--- src/rtl/mmio_uart_ctrl_pkg.sv ---
// Shared definitions for the memory-mapped I/O block: data width,
// register word offsets (mem_adrM[7:2]) and STATUS bit positions.
package mmio_uart_ctrl_pkg;

    localparam int unsigned XLEN = 32;

    localparam logic [5:0] IO_STATUS  = 6'h00;
    localparam logic [5:0] IO_RXDATA  = 6'h01;
    localparam logic [5:0] IO_TXDATA  = 6'h02;
    localparam logic [5:0] IO_CYCLE   = 6'h04;
    localparam logic [5:0] IO_INSTR   = 6'h05;
    localparam logic [5:0] IO_CTR_RST = 6'h06;

    localparam int unsigned ST_TX_NFULL  = 0;
    localparam int unsigned ST_RX_NEMPTY = 1;
    localparam int unsigned ST_TX_OVF    = 2;

endpackage

--- src/rtl/sync_fifo.sv ---
// Single-clock FIFO with occupancy count; push is refused when full and
// pop when empty, judged on the current count.
module sync_fifo #(
    parameter int unsigned WIDTH = 8,
    parameter int unsigned DEPTH = 8
) (
    input  logic             clk,
    input  logic             rst,
    input  logic             push,
    input  logic [WIDTH-1:0] din,
    input  logic             pop,
    output logic [WIDTH-1:0] dout,
    output logic             full,
    output logic             empty
);

    localparam int unsigned AW = $clog2(DEPTH);
    localparam logic [AW:0] FULL_COUNT = (AW+1)'(DEPTH);

    logic [WIDTH-1:0] mem [DEPTH];
    logic [AW-1:0]    wr_ptr;
    logic [AW-1:0]    rd_ptr;
    logic [AW:0]      count;
    logic             do_push;
    logic             do_pop;

    assign full    = (count == FULL_COUNT);
    assign empty   = (count == '0);
    assign do_push = push & ~full;
    assign do_pop  = pop & ~empty;
    assign dout    = mem[rd_ptr];

    always_ff @(posedge clk or negedge rst) begin
        if (!rst) begin
            wr_ptr <= '0;
            rd_ptr <= '0;
            count  <= '0;
        end else begin
            if (do_push) wr_ptr <= wr_ptr + 1'b1;
            if (do_pop)  rd_ptr <= rd_ptr + 1'b1;
            case ({do_push, do_pop})
                2'b10:   count <= count + 1'b1;
                2'b01:   count <= count - 1'b1;
                default: count <= count;
            endcase
        end
    end

    // Storage carries no reset; contents are only visible once written.
    always_ff @(posedge clk) begin
        if (do_push) mem[wr_ptr] <= din;
    end

endmodule

--- src/rtl/mmio_uart_ctrl.sv ---
// I/O region decoder behind the M-stage data port: UART RX/TX FIFOs,
// cycle/instruction counters and a one-cycle registered read path.
module mmio_uart_ctrl
    import mmio_uart_ctrl_pkg::*;
#(
    parameter int unsigned FIFO_DEPTH  = 8,
    parameter logic [3:0]  IO_BASE_NIB = 4'h8
) (
    input  logic            clk,
    input  logic            rst,
    input  logic [XLEN-1:0] mem_adrM,
    input  logic [XLEN-1:0] mem_wdataM,
    input  logic [3:0]      wea,
    input  logic            mem_reM,
    input  logic            instr_retire,
    output logic [XLEN-1:0] io_rdata,
    output logic [7:0]      tx_data,
    output logic            tx_valid,
    input  logic            tx_ready,
    input  logic [7:0]      rx_data,
    input  logic            rx_valid,
    output logic            rx_ready
);

    logic            hit;
    logic [5:0]      offset;
    logic            rd_hit;
    logic            tx_push;
    logic            tx_pop;
    logic            tx_full;
    logic            tx_empty;
    logic            rx_push;
    logic            rx_pop;
    logic            rx_full;
    logic            rx_empty;
    logic [7:0]      rx_head;
    logic            ctr_clr;
    logic            ovf_set;
    logic            ovf_clr;
    logic            tx_ovf;
    logic [XLEN-1:0] cycle_cnt;
    logic [XLEN-1:0] instr_cnt;
    logic [XLEN-1:0] rdata_next;
    logic            unused_bits;

    assign hit     = (mem_adrM[31:28] == IO_BASE_NIB);
    assign offset  = mem_adrM[7:2];
    assign rd_hit  = mem_reM & hit;

    assign tx_push = hit & (offset == IO_TXDATA) & wea[0];
    assign tx_pop  = tx_valid & tx_ready;
    assign ovf_set = tx_push & tx_full;
    assign ovf_clr = rd_hit & (offset == IO_STATUS);
    assign ctr_clr = hit & (offset == IO_CTR_RST) & (|wea);

    assign rx_ready = rst & ~rx_full;
    assign rx_push  = rx_valid & rx_ready;
    assign rx_pop   = rd_hit & (offset == IO_RXDATA) & ~rx_empty;

    assign tx_valid = ~tx_empty;

    assign unused_bits = ^{mem_adrM[27:8], mem_adrM[1:0], mem_wdataM[31:8]};

    sync_fifo #(.WIDTH(8), .DEPTH(FIFO_DEPTH)) u_tx_fifo (
        .clk   (clk),
        .rst   (rst),
        .push  (tx_push),
        .din   (mem_wdataM[7:0]),
        .pop   (tx_pop),
        .dout  (tx_data),
        .full  (tx_full),
        .empty (tx_empty)
    );

    sync_fifo #(.WIDTH(8), .DEPTH(FIFO_DEPTH)) u_rx_fifo (
        .clk   (clk),
        .rst   (rst),
        .push  (rx_push),
        .din   (rx_data),
        .pop   (rx_pop),
        .dout  (rx_head),
        .full  (rx_full),
        .empty (rx_empty)
    );

    always_comb begin
        rdata_next = '0;
        if (hit) begin
            case (offset)
                IO_STATUS: begin
                    rdata_next[ST_TX_NFULL]  = ~tx_full;
                    rdata_next[ST_RX_NEMPTY] = ~rx_empty;
                    rdata_next[ST_TX_OVF]    = tx_ovf;
                end
                IO_RXDATA: if (!rx_empty) rdata_next = {24'b0, rx_head};
                IO_CYCLE:  rdata_next = cycle_cnt;
                IO_INSTR:  rdata_next = instr_cnt;
                default:   rdata_next = '0;
            endcase
        end
    end

    // Set has priority so an overflow coinciding with a STATUS read is not lost.
    always_ff @(posedge clk or negedge rst) begin
        if (!rst) begin
            tx_ovf <= 1'b0;
        end else begin
            tx_ovf <= ovf_set | (tx_ovf & ~ovf_clr);
        end
    end

    always_ff @(posedge clk or negedge rst) begin
        if (!rst) begin
            cycle_cnt <= '0;
            instr_cnt <= '0;
        end else if (ctr_clr) begin
            cycle_cnt <= '0;
            instr_cnt <= '0;
        end else begin
            cycle_cnt <= cycle_cnt + 1'b1;
            if (instr_retire) instr_cnt <= instr_cnt + 1'b1;
        end
    end

    always_ff @(posedge clk or negedge rst) begin
        if (!rst) begin
            io_rdata <= '0;
        end else if (mem_reM) begin
            io_rdata <= rdata_next;
        end
    end

endmodule

--- config.mk ---
export PLATFORM = sky130hd
export DESIGN_NAME = mmio_uart_ctrl
export DESIGN_NICKNAME = d
export VERILOG_FILES = /design/src/rtl/mmio_uart_ctrl_pkg.sv /design/src/rtl/sync_fifo.sv /design/src/rtl/mmio_uart_ctrl.sv
export SDC_FILE = /design/constraint.sdc
export NUM_CORES = 1
export LEC_CHECK = 0
export CAP_MARGIN = 0
export CORE_ASPECT_RATIO = 0.75
export CORE_UTILIZATION = 56
export DETAILED_ROUTE_END_ITERATION = 10
export PLACE_DENSITY = 0.76
export REMOVE_ABC_BUFFERS = 1
export SLEW_MARGIN = 20
export SYNTH_ARGS = -nofsm -noshare
export SYNTH_HDL_FRONTEND = slang
export SYNTH_SLANG_ARGS = --single-unit
--- constraint.sdc ---
create_clock -name clk -period 3.3 [get_ports clk]
set_input_delay 0.66 -clock clk [delete_from_list [all_inputs] [get_ports clk]]
set_output_delay 0.66 -clock clk [all_outputs]
set_load 0.05 [all_outputs]
==> results by group, run 1 <==
Global route
  – Grt total ovfl: 0
  – Number of global-route vias before repair: 7,350
  – First-pass GRT wire length: approximately 40,000 um
  – Initial antenna violation count: 0
  – Largest net degree at the start of global routing: 60
  – Tot GR Track Use: between 20% and 30%

Route
  – Via Count: 7,510
  – Routed Antenna Nets: 0
  – Final WL: 25,400 um
  – DRC viols: 0
  – Via/cell ratio: 6.30
  – Initial DRC count: 817
  – First-pass iteration count of the detailed router: 5
  – Routed wire per std cell: 21.3 um

Clock network
  – Later-pin clock latency in the skew report: 0.51 ns
  – Clock root buffer: clkbuf_16
  – Total setup buffers inserted after CTS: 0
  – TritonCTS Buffers: 24
  – H-Tree Depth: 1
  – Clock buffer depth: 3
  – CTS tree: built
  – Worst-path clk slew: approximately 0.060 ns
  – Sink Count: 245

Critical path
  – Crit path to: rx_ready
  – CP startpoint: u_rx_fifo.count[2]$_DFFE_PN0P_
  – Reg-to-reg startpoint: u_rx_fifo.count[2]$_DFFE_PN0P_
  – Top delay family on crit path: simple AND/OR/NAND/NOR gates
  – Stages on the worst setup path: 3
  – Critical Path AT: about 2.4 ns
  – Crit path capture type: output pin
  – Critical Path, Cell by Cell: or4b_2 -> and2_1 -> dlygate4sd2_1
  – Critical-path top delay cell: or4b_2
  – CP bufs+invs: 1
  – Worst reg-to-reg setup slack: 0.38 ns
  – Crit path launch type: flop
  – R2R cell count: 10
  – Crit-path max cell delay: 0.80 ns
  – CP required: around 2.6 ns
  – R2R Path End: u_rx_fifo.count[2]$_DFFE_PN0P_
  – Worst-path maximum fanout: 5
  – Critical path class: flop to output pin

Synthesis
  – Synth cell types: 57
  – Number of synthesized flops with an enable pin: approximately 130
  – Syn Inst Count: 827
  – Seq cells post-synth: 245
  – Warnings from Yosys: 0
  – FFs w/ async S/R, synth: roughly 48%
  – Register area share after synthesis: 61.1%
  – Top cell type's share of synthesized area: approximately a third
  – Top cells by area, synth: edfxtp_1 35%, dfrtp_1 26%, mux4_2 6.5%, mux2_2 2.2%, o2bb2ai_1 2.2%
  – Post-Syn Area: between 10,000 and 15,000 sq um
  – Cell taking the most area after synthesis: edfxtp_1
  – Post-synth top cells: 128 x edfxtp_1, 117 x dfrtp_1, 51 x nand2_1
  – Dominant synthesized flop cell: edfxtp_1
  – Syn avg cell area: 13.4 sq um
  – Cell with the most instances after synthesis: edfxtp_1

Floorplan
  – Die area: between 20,000 and 25,000 sq um
  – Die W: 164 um
  – Initial core utilization: 57.1%
  – Floorplan core area: 19,400 sq um
  – Row count: 44
  – I/O pins: 124
  – DIE HEIGHT: between 100 and 150 um

Pwr
  – Leak: 4.69 nW
  – PD cells: approximately 610 nW/um^2
  – Peak supply drop: roughly 0.00075 V

STA
  – Setup TNS: 0 ns
  – RSZ-0062 raised after global routing: false
  – Final count of hold timing violations: 0
  – Headroom to the max-slew limit: 27.4%
  – Slew at the pin closest to its max-slew limit: 1.09 ns
  – # setup viols final: 0
  – Final Cycle Share: 91.5%
  – Final Max Tran Viols: 0
  – Min Tclk post-route: 3.02 ns
  – Clock skew: 0.0145 ns
  – Fmax: 331 MHz

Cells and area
  – Layout cells sized above 1: 16.0%
  – Syn-to-layout area delta: 17.6%
  – Reg area: about 6800 sq um
  – N_diodes: 0
  – Area of the multi-input gates: 4040 sq um
  – Fill cell count: 1,394
  – Fin cells: 1,193
  – # nets final: 1,016

Worst hold path
  – HP Class: flop to flop

Placement
  – Placed Cells: around 1,100
  – RePlAce Congestion: 0.848
  – Post-DP HPWL: 17,000 um
  – Port buffer count: 77

Flow run
  – Max-cap violation count: 0

Run status
  – Status: complete, no violations
## flip-flops by register name (all words and copies together), names as in the netlist
signal and cells:
io_rdata 32, u_rx_fifo.count 4, instr_cnt 32, u_tx_fifo.rd_ptr 3
u_tx_fifo.count 4, u_tx_fifo.wr_ptr 3, u_tx_fifo.mem 64, u_rx_fifo.wr_ptr 3
u_rx_fifo.rd_ptr 3, cycle_cnt 32, u_rx_fifo.mem 64, tx_ovf 1
## kinds of logic (layout without fill, tap and decap cells)
kind of cell	after synthesis	after routing	synth area share, %
XOR/XNOR	41	41	3.24
adder cells (fa/ha/maj)	12	12	1.36
buffers and inverters	67	180	2.43
AND/OR/NAND/NOR	265	265	13.3
AO/OA/AOI/OAI	127	127	8.35
flip-flops	245	245	61.1
multiplexers	70	70	10.2
## metrics by stage
step / setup slack (ns) / area, sq um / util [%] / power, mW / hold WS [ns]
after floorplan: 0.322 / 10900 / - / 4.84 / 0.364
after CTS: 0.281 / 13000 / 67.2 / 8.03 / 0.491
after global placement: 0.126 / 12200 / 63.2 / 5.28 / 0.475
after global routing: 0.150 / 13000 / 67.2 / 8.33 / 0.505
final: 0.280 / 13000 / 67.2 / 7.98 / 0.490
after detailed placement: 0.0115 / 12200 / 63.2 / 5.38 / 0.476
## layer usage
| layer | part of all wire, % | vias to the layer above | routed length (um) | GRT usage, % |
|---|---|---|---|---|
| li1 | - | 3374 | - | - |
| met1 | 46 | 3846 | 11600 | 38.5 |
| met2 | 47 | 254 | 11900 | 39.8 |
| met3 | 6.2 | 36 | 1590 | 5.06 |
| met4 | 1.4 | 0 | 366 | 5.45 |
| met5 | 0 | - | 0 | 0 |
## how the worst min path moves through the flow
stage / startpoint / to / slack (ns) / cells past startpoint
final: io_rdata[23]$_DFFE_PN0P_ / io_rdata[23]$_DFFE_PN0P_ / 0.49 / 1
after global placement: io_rdata[31]$_DFFE_PN0P_ / io_rdata[31]$_DFFE_PN0P_ / 0.47 / 1
after floorplan: rst / cycle_cnt[0]$_DFF_PN0_ / 0.36 / 0
after detailed placement: io_rdata[10]$_DFFE_PN0P_ / io_rdata[10]$_DFFE_PN0P_ / 0.48 / 1
after CTS: io_rdata[23]$_DFFE_PN0P_ / io_rdata[23]$_DFFE_PN0P_ / 0.49 / 1
after global routing: io_rdata[23]$_DFFE_PN0P_ / io_rdata[23]$_DFFE_PN0P_ / 0.50 / 1
## worst reg2reg max path: stages (launching register included)
cell and delay [ns]:
dfrtp_1 0.43, or4b_2 0.80, and3_1 0.33, inv_1 0.19
ha_1 0.27, xor2_1 0.10, ha_1 0.19, a21oi_1 0.14
xor2_1 0.16, nor2_1 0.07, xor2_1 0.14
## cell usage in the layout, fill, tap and decap left out, types with 18 or more instances in the layout
cell	synthesis	routed
nor2_1	39	39
edfxtp_1	128	128
xnor2_1	24	24
nand3_1	28	28
nand2b_1	23	23
nor3_1	19	19
a21oi_1	23	23
o2bb2ai_1	28	28
clkbuf_16	0	26
buf_4	0	50
dfrtp_1	117	117
nand2_1	51	51
clkdlybuf4s50_1	0	67
or4_1	18	18
mux2_2	22	22
mux4_2	32	32
a22oi_1	24	24
nor4_1	21	21
## area by class of cell
cell class,count,area share [%]
clock buffers,42,5.82
repair buffers,119,8.17
well taps,253,2.43
inverters,17,0.490
multi-input cells,515,31.0
clock inverters,2,0.0864
flip-flops and latches,245,52.0
## power by group
group          switching (mW)  leakage, nW  internal [mW]  total (mW)
Clock                    1.10        0.379           1.55        2.65
Sequential              0.339         2.71           3.47        3.81
Combinational           0.827         1.60          0.693        1.52
## what timing repair did
item,CTS,global route
endpoints found under the setup margin,1,0
hold endpoints to repair,3,0
hold buffers,1,0
resized for setup,1,0
Note: power is estimated with default switching activity, not from simulation.
==> inputs of run 2 (changes only) <==
Settings changed: ABC_CLOCK_PERIOD_IN_PS set to 3400.
Clock period 3.3 ns to 3.4 ns, I/O delays scaled along.
==> results by group, run 2 (same netlist as run 1, synthesis figures left out) <==
Critical path
  – R2R cell count: 10 (unchanged)
  – Reg-to-reg startpoint: u_rx_fifo.count[1]$_DFFE_PN0P_ (was u_rx_fifo.count[2]$_DFFE_PN0P_)
  – Critical-path top delay cell: or4b_2 (unchanged)
  – CP required: 2.72 ns (was 2.64 ns)
  – Crit-path max cell delay: 0.78 ns (was 0.80 ns)
  – Worst-path maximum fanout: 8 (was 5)
  – Critical Path AT: 2.65 ns (was 2.36 ns)
  – Crit path capture type: output pin (unchanged)
  – R2R Path End: u_rx_fifo.count[2]$_DFFE_PN0P_ (unchanged)
  – Critical path class: flop to output pin (unchanged)
  – Critical Path, Cell by Cell: or4b_2 -> and2_1 -> clkdlybuf4s50_1 (was or4b_2 -> and2_1 -> dlygate4sd2_1)
  – Crit path launch type: flop (unchanged)
  – Worst reg-to-reg setup slack: 0.39 ns (was 0.38 ns)

Worst hold path
  – HP Class: primary input to async pin (was flop to flop)

Global route
  – Largest net degree at the start of global routing: 76 (was 60)
  – First-pass GRT wire length: 39,200 um (was 39,900 um)
  – Initial antenna violation count: 0 (unchanged)
  – Number of global-route vias before repair: 7,336 (was 7,350)
  – Tot GR Track Use: 25.3% (was 25.8%)
  – Grt total ovfl: 0 (unchanged)

Clock network
  – Clock buffer depth: 3 (unchanged)
  – TritonCTS Buffers: 24 (unchanged)
  – Clock root buffer: clkbuf_16 (unchanged)
  – Later-pin clock latency in the skew report: 0.52 ns (was 0.51 ns)
  – Worst-path clk slew: 0.06 ns (about the same)
  – H-Tree Depth: 1 (unchanged)
  – Sink Count: 245 (unchanged)
  – CTS tree: built (unchanged)

STA
  – # setup viols final: 0 (unchanged)
  – Fmax: ~300 MHz
  – Setup TNS: 0 ns (unchanged)
  – Headroom to the max-slew limit: 31.6% (was 27.4%)
  – Final count of hold timing violations: 0 (unchanged)
  – Final Max Tran Viols: 0 (unchanged)
  – Worst hold margin: 0.349 ns (was 0.490 ns)
  – Final Cycle Share: between 90% and 100%
  – Slew at the pin closest to its max-slew limit: 1.03 ns (was 1.09 ns)
  – RSZ-0062 raised after global routing: false (unchanged)
  – Clock skew: 0.0198 ns (was 0.0145 ns)
  – Fin worst setup slack: 0.0667 ns (was 0.280 ns)
  – Min Tclk post-route: roughly 3.3 ns

Floorplan
  – Initial core utilization: 57.1% (unchanged)
  – Floorplan core area: 19,400 sq um (unchanged)
  – Row count: 44 (unchanged)
  – Die W: 164 um (unchanged)
  – Die area: 20,300 sq um (unchanged)
  – I/O pins: 124 (unchanged)
  – DIE HEIGHT: 124 um (unchanged)

Cells and area
  – Most frequent cells in the layout: 128 x edfxtp_1, 116 x dfrtp_1, 68 x clkdlybuf4s50_1 (was 128 x edfxtp_1, 117 x dfrtp_1, 67 x clkdlybuf4s50_1)
  – Fill cell count: 1,372 (was 1,394)
  – Reg area: 6770 sq um (about the same)
  – Layout cells sized above 1: 16.0% (about the same)
  – N_diodes: 0 (unchanged)
  – Area of the multi-input gates: 4040 sq um (unchanged)
  – Commonest non-fill, non-tap cell in the layout: edfxtp_1 (unchanged)
  – Top Registers: u_rx_fifo.mem x64, u_tx_fifo.mem x64 (unchanged)
  – # nets final: 1,013 (was 1,016)
  – Syn-to-layout area delta: 18.3% (was 17.6%)

Pwr
  – Pwr Total: 7.97 mW (was 7.98 mW)
  – PD cells: 608 nW/um^2 (was 613 nW/um^2)
  – Peak supply drop: 0.000637 V (was 0.000751 V)
  – Leak: 4.74 nW (was 4.69 nW)

Route
  – Routed Antenna Nets: 0 (unchanged)
  – Final WL: 24,700 um (was 25,400 um)
  – Initial DRC count: 749 (was 817)
  – DRC viols: 0 (unchanged)
  – Via Count: 7,392 (was 7,510)
  – First-pass iteration count of the detailed router: 5 (unchanged)
  – Via/cell ratio: 6.21 (was 6.30)
  – Routed wire per std cell: 20.8 um (was 21.3 um)

Placement
  – Post-place setup slack: 0.00681 ns (was 0.0115 ns)
  – Port buffer count: 77 (unchanged)
  – RePlAce Congestion: 0.856 (was 0.848)
  – Post-DP HPWL: 17,200 um (was 17,000 um)

Run status
  – Status: complete, no violations (unchanged)

Flow run
  – Max-cap violation count: 0 (unchanged)
-- run 2: cell count changes in the layout (fill, tap and decap cells not counted), moves of 2 or more --
cell	change
clkbuf_1	-7
buf_4	-6
bufinv_16	+3
clkbuf_8	-2
clkinv_1	+2
clkinv_2	+2
dlymetal6s2s_1	+4
clkinvlp_4	+2
-- run 2: area by class of cell --
type,instances,area share [%]
Multi-Input combinational cell,515,30.8
Clock buffer,32,5.32
Tap cell,253,2.42
Timing Repair Buffer,116,8.10
Sequential cell,245,51.7
Inverter,17,0.487
Clock inverter,12,1.11
-- run 2: worst max path at each step --
stage,startpoint,endpoint,slack [ns]
2_1_floorplan,mem_adrM[29],u_tx_fifo.mem[0][0]$_DFFE_PP_,0.40
3_3_place_gp,mem_adrM[29],u_tx_fifo.count[2]$_DFFE_PN0P_,0.17
3_5_place_dp,mem_adrM[29],u_tx_fifo.count[3]$_DFFE_PN0P_,0.007
4_1_cts,u_tx_fifo.rd_ptr[0]$_DFFE_PN0P_,tx_data[4],0.003
5_1_grt,u_rx_fifo.count[1]$_DFFE_PN0P_,rx_ready,0.04
6_report,u_rx_fifo.count[1]$_DFFE_PN0P_,rx_ready,0.07
-- run 2: power by group --
group / switching, mW / leakage (nW) / internal, mW
logic: 0.804 / 1.62 / 0.685
clock network: 1.10 / 0.409 / 1.68
registers: 0.334 / 2.71 / 3.37
-- run 2: worst max-delay path: cells and delay by family, from the launching register on --
kind / cells / cell delay (ns)
buffers and inverters: 1 / 0.70
flip-flops: 1 / 0.46
AND/OR/NAND/NOR: 2 / 0.99
-- run 2: per-layer routing --
metal,vias to the layer above,wire length [um],global-route usage [%]
met5,-,0,0
met4,0,479,6.25
met3,39,1760,5.29
met2,258,11500,39.4
met1,3725,11000,36.6
li1,3370,-,-
-- run 2: through the flow --
stage | cell area [sq um] | util (%) | cells
after floorplan | 10900 | - | 777
after global placement | 12200 | 63.2 | 1146
after detailed placement | 12200 | 63.2 | 1146
after CTS | 13100 | 67.5 | 1190
after global routing | 13100 | 67.6 | 1190
final | 13100 | 67.6 | 1190
-- run 2: repair_timing --
action | in CTS | in global routing
setup buffers | 0 | 0
endpoints found under the setup margin | 4 | 4
hold buffers | 0 | 0
resized for setup | 1 | 4
